### src/rtl/dmem_bus_ctrl.sv
`default_nettype none
// ============================================================================
// Module      : dmem_bus_ctrl
// Description : Turns one-cycle load/store strobes into a held req/ack data
//               bus transaction with lane alignment and load extension.
// Revision    : 1.0 - initial release
// ============================================================================
module dmem_bus_ctrl #(
  parameter int TIMEOUT = 255
) (
  input  logic        clk,
  input  logic        rst,
  input  logic        mem_RDEN2,
  input  logic        mem_WE2,
  input  logic [1:0]  mem_size,
  input  logic        mem_unsigned,
  input  logic [31:0] mem_addr,
  input  logic [31:0] mem_din,
  output logic [31:0] mem_dout,
  output logic        busy,
  output logic        done,
  output logic        err,
  output logic        bus_req,
  output logic        bus_we,
  output logic [31:0] bus_addr,
  output logic [3:0]  bus_be,
  output logic [31:0] bus_wdata,
  input  logic [31:0] bus_rdata,
  input  logic        bus_ack
);

  localparam int CW = $clog2(TIMEOUT + 1);
  localparam logic [CW-1:0] c_cnt_last = CW'(TIMEOUT - 1);

  localparam logic [1:0] S_IDLE = 2'd0;
  localparam logic [1:0] S_WAIT = 2'd1;
  localparam logic [1:0] S_RESP = 2'd2;

  logic [1:0]    r_state;
  logic [CW-1:0] r_cnt;
  logic          r_err;
  logic [1:0]    r_off;
  logic [1:0]    r_size;
  logic          r_unsigned;

  logic          w_req;
  logic          w_misalign;
  logic [3:0]    w_be;
  logic [31:0]   w_wdata;
  logic [7:0]    w_byte;
  logic [15:0]   w_half;
  logic [31:0]   w_load;

  assign w_req = mem_RDEN2 | mem_WE2;

  always_comb begin
    w_misalign = 1'b0;
    w_be       = 4'b1111;
    w_wdata    = mem_din;
    case (mem_size)
      2'b00: begin
        w_be    = 4'b0001 << mem_addr[1:0];
        w_wdata = {4{mem_din[7:0]}};
      end
      2'b01: begin
        w_misalign = mem_addr[0];
        w_be       = 4'b0011 << {mem_addr[1], 1'b0};
        w_wdata    = {2{mem_din[15:0]}};
      end
      2'b10:   w_misalign = |mem_addr[1:0];
      default: w_misalign = 1'b1;
    endcase
  end

  // Lane selection uses the offset/size captured at acceptance, not live inputs.
  assign w_byte = bus_rdata[{r_off, 3'b000} +: 8];
  assign w_half = bus_rdata[{r_off[1], 4'b0000} +: 16];

  always_comb begin
    case (r_size)
      2'b00:   w_load = {{24{~r_unsigned & w_byte[7]}}, w_byte};
      2'b01:   w_load = {{16{~r_unsigned & w_half[15]}}, w_half};
      default: w_load = bus_rdata;
    endcase
  end

  always_ff @(posedge clk or posedge rst) begin
    if (rst) begin
      r_state    <= S_IDLE;
      r_cnt      <= '0;
      r_err      <= 1'b0;
      r_off      <= 2'b00;
      r_size     <= 2'b00;
      r_unsigned <= 1'b0;
      bus_we     <= 1'b0;
      bus_addr   <= 32'h0;
      bus_be     <= 4'h0;
      bus_wdata  <= 32'h0;
      mem_dout   <= 32'h0;
    end else begin
      case (r_state)
        S_IDLE: begin
          r_err <= 1'b0;
          if (w_req) begin
            if (w_misalign) begin
              r_state <= S_RESP;
              r_err   <= 1'b1;
            end else begin
              r_state    <= S_WAIT;
              r_cnt      <= '0;
              r_off      <= mem_addr[1:0];
              r_size     <= mem_size;
              r_unsigned <= mem_unsigned;
              bus_we     <= mem_WE2;
              bus_addr   <= {mem_addr[31:2], 2'b00};
              bus_be     <= w_be;
              bus_wdata  <= w_wdata;
            end
          end
        end
        S_WAIT: begin
          if (bus_ack) begin
            r_state <= S_RESP;
            r_err   <= 1'b0;
            if (!bus_we) mem_dout <= w_load;
          end else if (r_cnt == c_cnt_last) begin
            r_state <= S_RESP;
            r_err   <= 1'b1;
          end else begin
            r_cnt <= r_cnt + CW'(1);
          end
        end
        S_RESP: begin
          r_state <= S_IDLE;
          r_err   <= 1'b0;
        end
        default: r_state <= S_IDLE;
      endcase
    end
  end

  assign bus_req = (r_state == S_WAIT);
  assign done    = (r_state == S_RESP);
  assign err     = r_err;
  assign busy    = (r_state == S_WAIT) | ((r_state == S_IDLE) & w_req);

endmodule
`default_nettype wire

### config.mk
export PLATFORM = sky130hd
export DESIGN_NAME = dmem_bus_ctrl
export DESIGN_NICKNAME = d
export VERILOG_FILES = /design/src/rtl/dmem_bus_ctrl.sv
export SDC_FILE = /design/constraint.sdc
export NUM_CORES = 1
export LEC_CHECK = 0
export ABC_CLOCK_PERIOD_IN_PS = 3550
export CAP_MARGIN = 20
export CORE_ASPECT_RATIO = 1.75
export CORE_MARGIN = 4
export CORE_UTILIZATION = 42
export CTS_BUF_LIST = sky130_fd_sc_hd__clkbuf_8
export DETAILED_ROUTE_END_ITERATION = 8
export PLACE_DENSITY = 0.89
export SYNTH_ARGS = -nofsm -noshare
export SYNTH_HDL_FRONTEND = slang
export SYNTH_SLANG_ARGS = --single-unit
### constraint.sdc
create_clock -name clk -period 3.55 [get_ports clk]
set_clock_uncertainty 0.15 [all_clocks]
set_input_delay 0.355 -clock clk [delete_from_list [all_inputs] [get_ports clk]]
set_output_delay 0.355 -clock clk [all_outputs]
set_load 0.005 [all_outputs]
==> results of run 1 <==
==> sequential cells by signal, summed over array words and instances, names as in the netlist, 2 cells and up <==
signal	count
r_cnt	8
r_state	2
bus_addr	30
bus_be	4
r_off	2
bus_wdata	32
mem_dout	32
r_size	2
==> metal layers <==
metal  vias up  track usage (%)
li1       2211                -
met4         0            9.067
met3        40            5.155
met2       290            42.33
met1      2432            25.11
met5         -                0
==> area by class of cell <==
| cell class | count | area (um^2) |
|---|---|---|
| clock buffers | 18 | 247.7 |
| clock inverters | 14 | 178.9 |
| fillers | 974 | 4785 |
| inverters | 8 | 32.53 |
| multi-input cells | 344 | 2506 |
| flip-flops and latches | 115 | 2878 |
| well taps | 171 | 214.0 |
| repair buffers | 218 | 2165 |
==> worst reg2reg max path: cells and delay by family, from the launching register on <==
kind / cells / cell delay [ns]
simple gates: 2 / 0.79
compound gates: 2 / 0.69
fa+ha+maj: 1 / 0.42
flops: 1 / 0.42
buf+inv: 1 / 0.10
==> cell usage after synthesis, drive strengths merged (2+ instances only) <==
master,number
o22ai,2
mux2i,37
o21ai,58
nand2,29
ha,6
nand2b,5
o31ai,3
a21oi,22
a211oi,8
nor2,33
o21a,2
nor3b,7
or2,4
mux4,8
o211ai,3
and3,4
inv,8
o21bai,5
clkbuf,29
nor4,3
mux2,53
nor2b,4
or4,3
nand3,32
buf,13
dfrtp,115
==> cell families (layout without fill, tap and decap cells) <==
| group | count (synthesis) | after routing | synth area share, % |
|---|---|---|---|
| AOI/OAI and AO/OA | 111 | 111 | 11.57 |
| muxes | 98 | 98 | 20.44 |
| and+or+nand+nor | 127 | 127 | 10.96 |
| DFF | 115 | 115 | 51.26 |
| adders and majority gates | 6 | 6 | 1.337 |
| buffers and inverters | 50 | 258 | 4.368 |
| other | 1 | 2 | 0.06680 |
==> power by group <==
group / internal, uW / switching [uW] / leakage [uW]
Combinational: 1770 / 1160 / 0.00182
Sequential: 1920 / 414 / 0.00141
Clock: 721 / 577 / 0.000211
==> final timing paths <==
kind,start,end,slack (ns),depth (start not counted)
min,rst,bus_addr[16]$_DFFE_PP0P_,0.18,2
min reg2reg,mem_dout[22]$_DFFE_PP0P_,mem_dout[22]$_DFFE_PP0P_,0.35,2
max in group asynchronous,rst,bus_addr[4]$_DFFE_PP0P_,2.35,3
min in group clk,mem_dout[22]$_DFFE_PP0P_,mem_dout[22]$_DFFE_PP0P_,0.35,2
max reg2reg,r_state[1]$_DFFE_PP0P_,mem_dout[14]$_DFFE_PP0P_,0.83,6
max,r_state[1]$_DFFE_PP0P_,mem_dout[14]$_DFFE_PP0P_,0.83,6
==> through the flow <==
stage	util [%]	cells	setup WS (ns)
after floorplan	-	509	0.0009384
after global placement	59.93	856	0.7688
after detailed placement	59.93	856	0.6537
after CTS	63.21	888	0.8182
after global routing	63.21	888	0.6567
final	63.21	888	0.8335
==> impl_metrics.tcl, run 1 <==
set metrics [dict create \
    dp_hpwl_mm 13.29 \
    drt_iter0_markers 347 \
    fin_crit_sh_pct 76.52 \
    rsz0062_at_grt "no" \
    clock_latency_ns 0.42 \
    design_area_mm2 0.008222 \
    start_util_pct 43.16 \
    cp_top_family "simple AND/OR/NAND/NOR gates" \
    die_h_um 160.9 \
    die_w_um 95.40 \
    drv_slew 0 \
    cts.sinks 115 \
    cp.required_ns 3.67 \
    cts_hold_buf 0 \
    drc_errors 0 \
    critPathMaxFanout 25 \
    grt_usage_pct 23.12 \
    fin_crit_ns 2.717 \
    met1_length_mm 5.979 \
    drive_gt1_share_pct 15.62 \
    viasPerCell 5.600 \
    n_antenna_cell 0 \
    placed_area_mm2 0.007795 \
    dieArea_mm2 0.01535 \
    finalNetCount 814 \
    antenna_found_initial 0 \
    status "complete, no violations" \
    yosys_warnings 0 \
    critPathKind "reg -> reg" \
    grt_pass1_vias 5214 \
    grt_pass1_wl_mm 27.30 \
    wirelength_mm 17.50 \
    endpoint_kind "flop" \
    power_uw 6571 \
    ant_nets 0 \
    cts_max_level 4 \
    wl_per_cell_um 19.71 \
    route.top_layer_used "met4" \
    tightestPinTransition_ns 0.8435 \
    synth_top_area_cell "dfrtp_1" \
    cts-resized-gates 0 \
    wl_met3_mm 1.406 \
    grt_overflow 0 \
    synthToLayoutAreaGrowth_pct 46.45 \
    core_mm2 0.01301 \
    hold_viol 0 \
    clk_pin_slew_ns 0.08 \
    met2_length_mm 9.552 \
    synthFlopType "dfrtp_1" \
    grt_max_degree 51 \
    ir_worst_vdd_uv 483.0 \
    firstDrtPassIters 5 \
    arrival_ns 2.83 \
    holdWs_ns 0.1790 \
    async_flop_share_pct 100.0 \
    row_count 55 \
    ctsLongestPathBuffers 2 \
    cts_tree "built" \
    max_freq_ghz 0.3681 \
    synth_seq_cells 115 \
    yosysTopAreaCellShare_pct 51.26 \
    cts_buffers 17 \
    cpPeakStageDelay_ns 0.55 \
    cts_setup_buffers 0 \
    path_cells "inv_1, ha_1, nand2_1, or2_2, a211oi_2, a211oi_1" \
    slowest_stage "or2_2" \
    min-delay-path-class "in -> async" \
    syn_inst 508 \
    power.density_mw_per_mm2 799.3 \
    io_pins 209 \
    gp_congestion 0.8542 \
    synth_edf_count 0 \
    clock-root-buffer "clkbuf_8" \
    netlist_area_mm2 0.005614 \
    setup_violations 0 \
    final_cell_mix "clkdlybuf4s50_1, dfrtp_1, o21ai_0, mux2_2, mux2i_1" \
    power.leakage_uw 0.003435 \
    setup_tns_ns 0 \
    slew_headroom_pct 43.56 \
    vias 4973 \
    layout_commonest_cell "clkdlybuf4s50_1" \
    synthTopCellsByArea "dfrtp_1, mux2_2, mux2i_1" \
    portBuffers 206 \
    start_kind "flop" \
    worst-path-buf-inv 1 \
    yosysSeqAreaShare_pct 51.26 \
    ys_types 46 \
    maxCapViolCount 0 \
    syn_area_per_cell_um2 11.05 \
]
Note: power is estimated with default switching activity, not from simulation.
==> inputs of run 2 (changes only) <==
==> config.mk (replaced) <==
export PLATFORM = sky130hd
export DESIGN_NAME = dmem_bus_ctrl
export DESIGN_NICKNAME = d
export VERILOG_FILES = /design/src/rtl/dmem_bus_ctrl.sv
export SDC_FILE = /design/constraint.sdc
export NUM_CORES = 1
export LEC_CHECK = 0
export ABC_CLOCK_PERIOD_IN_PS = 2550
export CAP_MARGIN = 20
export CORE_ASPECT_RATIO = 1.75
export CORE_MARGIN = 4
export CORE_UTILIZATION = 45
export CTS_BUF_LIST = sky130_fd_sc_hd__clkbuf_8
export DETAILED_ROUTE_END_ITERATION = 8
export PLACE_DENSITY = 0.9
export SYNTH_ARGS = -nofsm -noshare
export SYNTH_HDL_FRONTEND = slang
export SYNTH_SLANG_ARGS = --single-unit
==> constraint.sdc (replaced) <==
create_clock -name clk -period 2.55 [get_ports clk]
set_clock_uncertainty 0.15 [all_clocks]
set_input_delay 0.255 -clock clk [delete_from_list [all_inputs] [get_ports clk]]
set_output_delay 0.255 -clock clk [all_outputs]
set_load 0.005 [all_outputs]
==> run 2 against run 1 <==
Effect of this change:
- first-iteration DRC count fell by 27%
- largest power group unchanged
- final cell count rose by 0.45%
- global-route usage rose by 1.5 points
- power rose by 41%
- non-clock buffer count rose by 10
- critical path depth fell by 1
- critical path type is now reg -> out
- count of clock-buffer cells in the layout fell by 1
==> impl_metrics.tcl, run 2 (same netlist as run 1, synthesis figures left out) <==
set metrics [dict create \
    cts_setup_buffers 0 \
    drive_gt1_share_pct 16.78 \
    rsz0062_at_grt "no" \
    cp.required_ns 2.14 \
    grt_pass1_wl_mm 27.65 \
    ctsLongestPathBuffers 2 \
    cts_max_level 4 \
    n_antenna_cell 0 \
    cpPeakStageDelay_ns 0.50 \
    layout_commonest_cell "clkdlybuf4s50_1" \
    r2r-start "r_state[0]$_DFFE_PP0P_" \
    grt_usage_pct 24.59 \
    start_kind "flop" \
    ant_nets 0 \
    core_mm2 0.01214 \
    cts-resized-gates 0 \
    status "complete, no violations" \
    die_h_um 155.8 \
    endpoint_kind "output pin" \
    reg.largest.list "bus_wdata: 32 flops, mem_dout: 32 flops, bus_addr: 30 flops" \
    hold_viol 0 \
    tightestPinTransition_ns 0.8689 \
    vias 5011 \
    final_cell_mix "clkdlybuf4s50_1, dfrtp_1, o21ai_0, mux2_2, mux2i_1" \
    drt_iter0_markers 255 \
    clock-root-buffer "clkbuf_8" \
    grt_max_degree 54 \
    start_util_pct 46.26 \
    drc_errors 0 \
    row_count 53 \
    maxCapViolCount 0 \
    setup_violations 0 \
    die_w_um 92.44 \
    viasPerCell 5.618 \
    clock_latency_ns 0.42 \
    critPathKind "reg -> out" \
    worst-path-buf-inv 2 \
    critPathMaxFanout 6 \
    synthToLayoutAreaGrowth_pct 48.36 \
    fin_crit_ns 2.381 \
    drv_slew 0 \
    dieArea_mm2 0.01440 \
    fin_crit_sh_pct 93.36 \
    cts_tree "built" \
    cts_buffers 17 \
    post-route-util_pct 68.64 \
    setup_tns_ns 0 \
    slew_headroom_pct 41.86 \
    wirelength_mm 17.54 \
    path_cells "inv_1, ha_1, o21ai_2, nand2b_1, clkdlybuf4s50_1" \
    arrival_ns 1.98 \
    grt_overflow 0 \
    cp_top_family "buffers and inverters" \
    grt_pass1_vias 5405 \
    portBuffers 206 \
    cts.sinks 115 \
    r2r_end "bus_addr[24]$_DFFE_PP0P_" \
    dp_hpwl_mm 13.42 \
    ir_worst_vdd_uv 663.3 \
    r2r.worst_path.cells 7 \
    antenna_found_initial 0 \
    finalNetCount 824 \
    gp_congestion 0.8715 \
    clk_pin_slew_ns 0.09 \
    firstDrtPassIters 5 \
    r2r_slack_ns 0.42 \
    power.leakage_uw 0.003496 \
    cts_hold_buf 0 \
    slowest_stage "clkdlybuf4s50_1" \
    max_freq_ghz 0.4200 \
    min-delay-path-class "in -> async" \
    io_pins 209 \
    power.density_mw_per_mm2 1108 \
    wl_per_cell_um 19.67 \
]
run 2: worst register-to-register path, cell delays in order, from the launching register on:
cell     delay, ns
dfrtp_1       0.40
inv_1         0.12
ha_1          0.29
o21ai_2       0.16
buf_4         0.20
nor2_4        0.10
buf_12        0.22
mux2_2        0.39
run 2: area by class of cell:
class / count / area [um^2]
Inverter: 8 / 33.78
Clock buffer: 17 / 234.0
Sequential cell: 115 / 2878
Multi-Input combinational cell: 344 / 2506
Clock inverter: 15 / 181.4
Timing Repair Buffer: 228 / 2290
Fill cell: 854 / 3806
Tap cell: 165 / 206.4
run 2: per-layer routing:
| layer | GRT usage, % | routed length (um) | vias to the layer above |
|---|---|---|---|
| met5 | 0 | 0 | - |
| met4 | 11.84 | 740 | 0 |
| met2 | 45.39 | 9564 | 274 |
| met1 | 25.80 | 6076 | 2450 |
| li1 | - | - | 2234 |
| met3 | 5.840 | 1162 | 53 |
run 2: worst max-delay path by stage:
stage,from,to,slack (ns),cells past startpoint
after floorplan,r_state[1]$_DFFE_PP0P_,r_cnt[1]$_DFFE_PP0P_,0.51,7
after detailed placement,mem_addr[0],r_cnt[1]$_DFFE_PP0P_,0.11,5
after global routing,r_state[0]$_DFFE_PP0P_,busy,0.05,5
final,r_state[0]$_DFFE_PP0P_,busy,0.17,5
after CTS,r_state[0]$_DFFE_PP0P_,busy,0.13,5
after global placement,mem_addr[0],r_cnt[1]$_DFFE_PP0P_,0.20,5
run 2: where the power goes:
part           leakage [uW]  internal [uW]  switching (uW)
Sequential          0.00141           2670             545
Combinational       0.00188           2550            1680
Clock              0.000212            975             801
Total               0.00350           6200            3030
run 2: metrics by stage:
stage                     total power (uW)  instances  worst slack (ns)  hold WS [ns]  instance area, um^2
final                                 9233        892            0.1693        0.1198                 8329
after floorplan                       5008        509            0.5116        0.2555                 5622
after CTS                             9296        892            0.1312        0.1319                 8329
after detailed placement              7491        860            0.1145        0.3203                 7914
after global routing                  9768        892           0.05396        0.1565                 8329
after global placement                7300        860            0.2008        0.3262                 7914
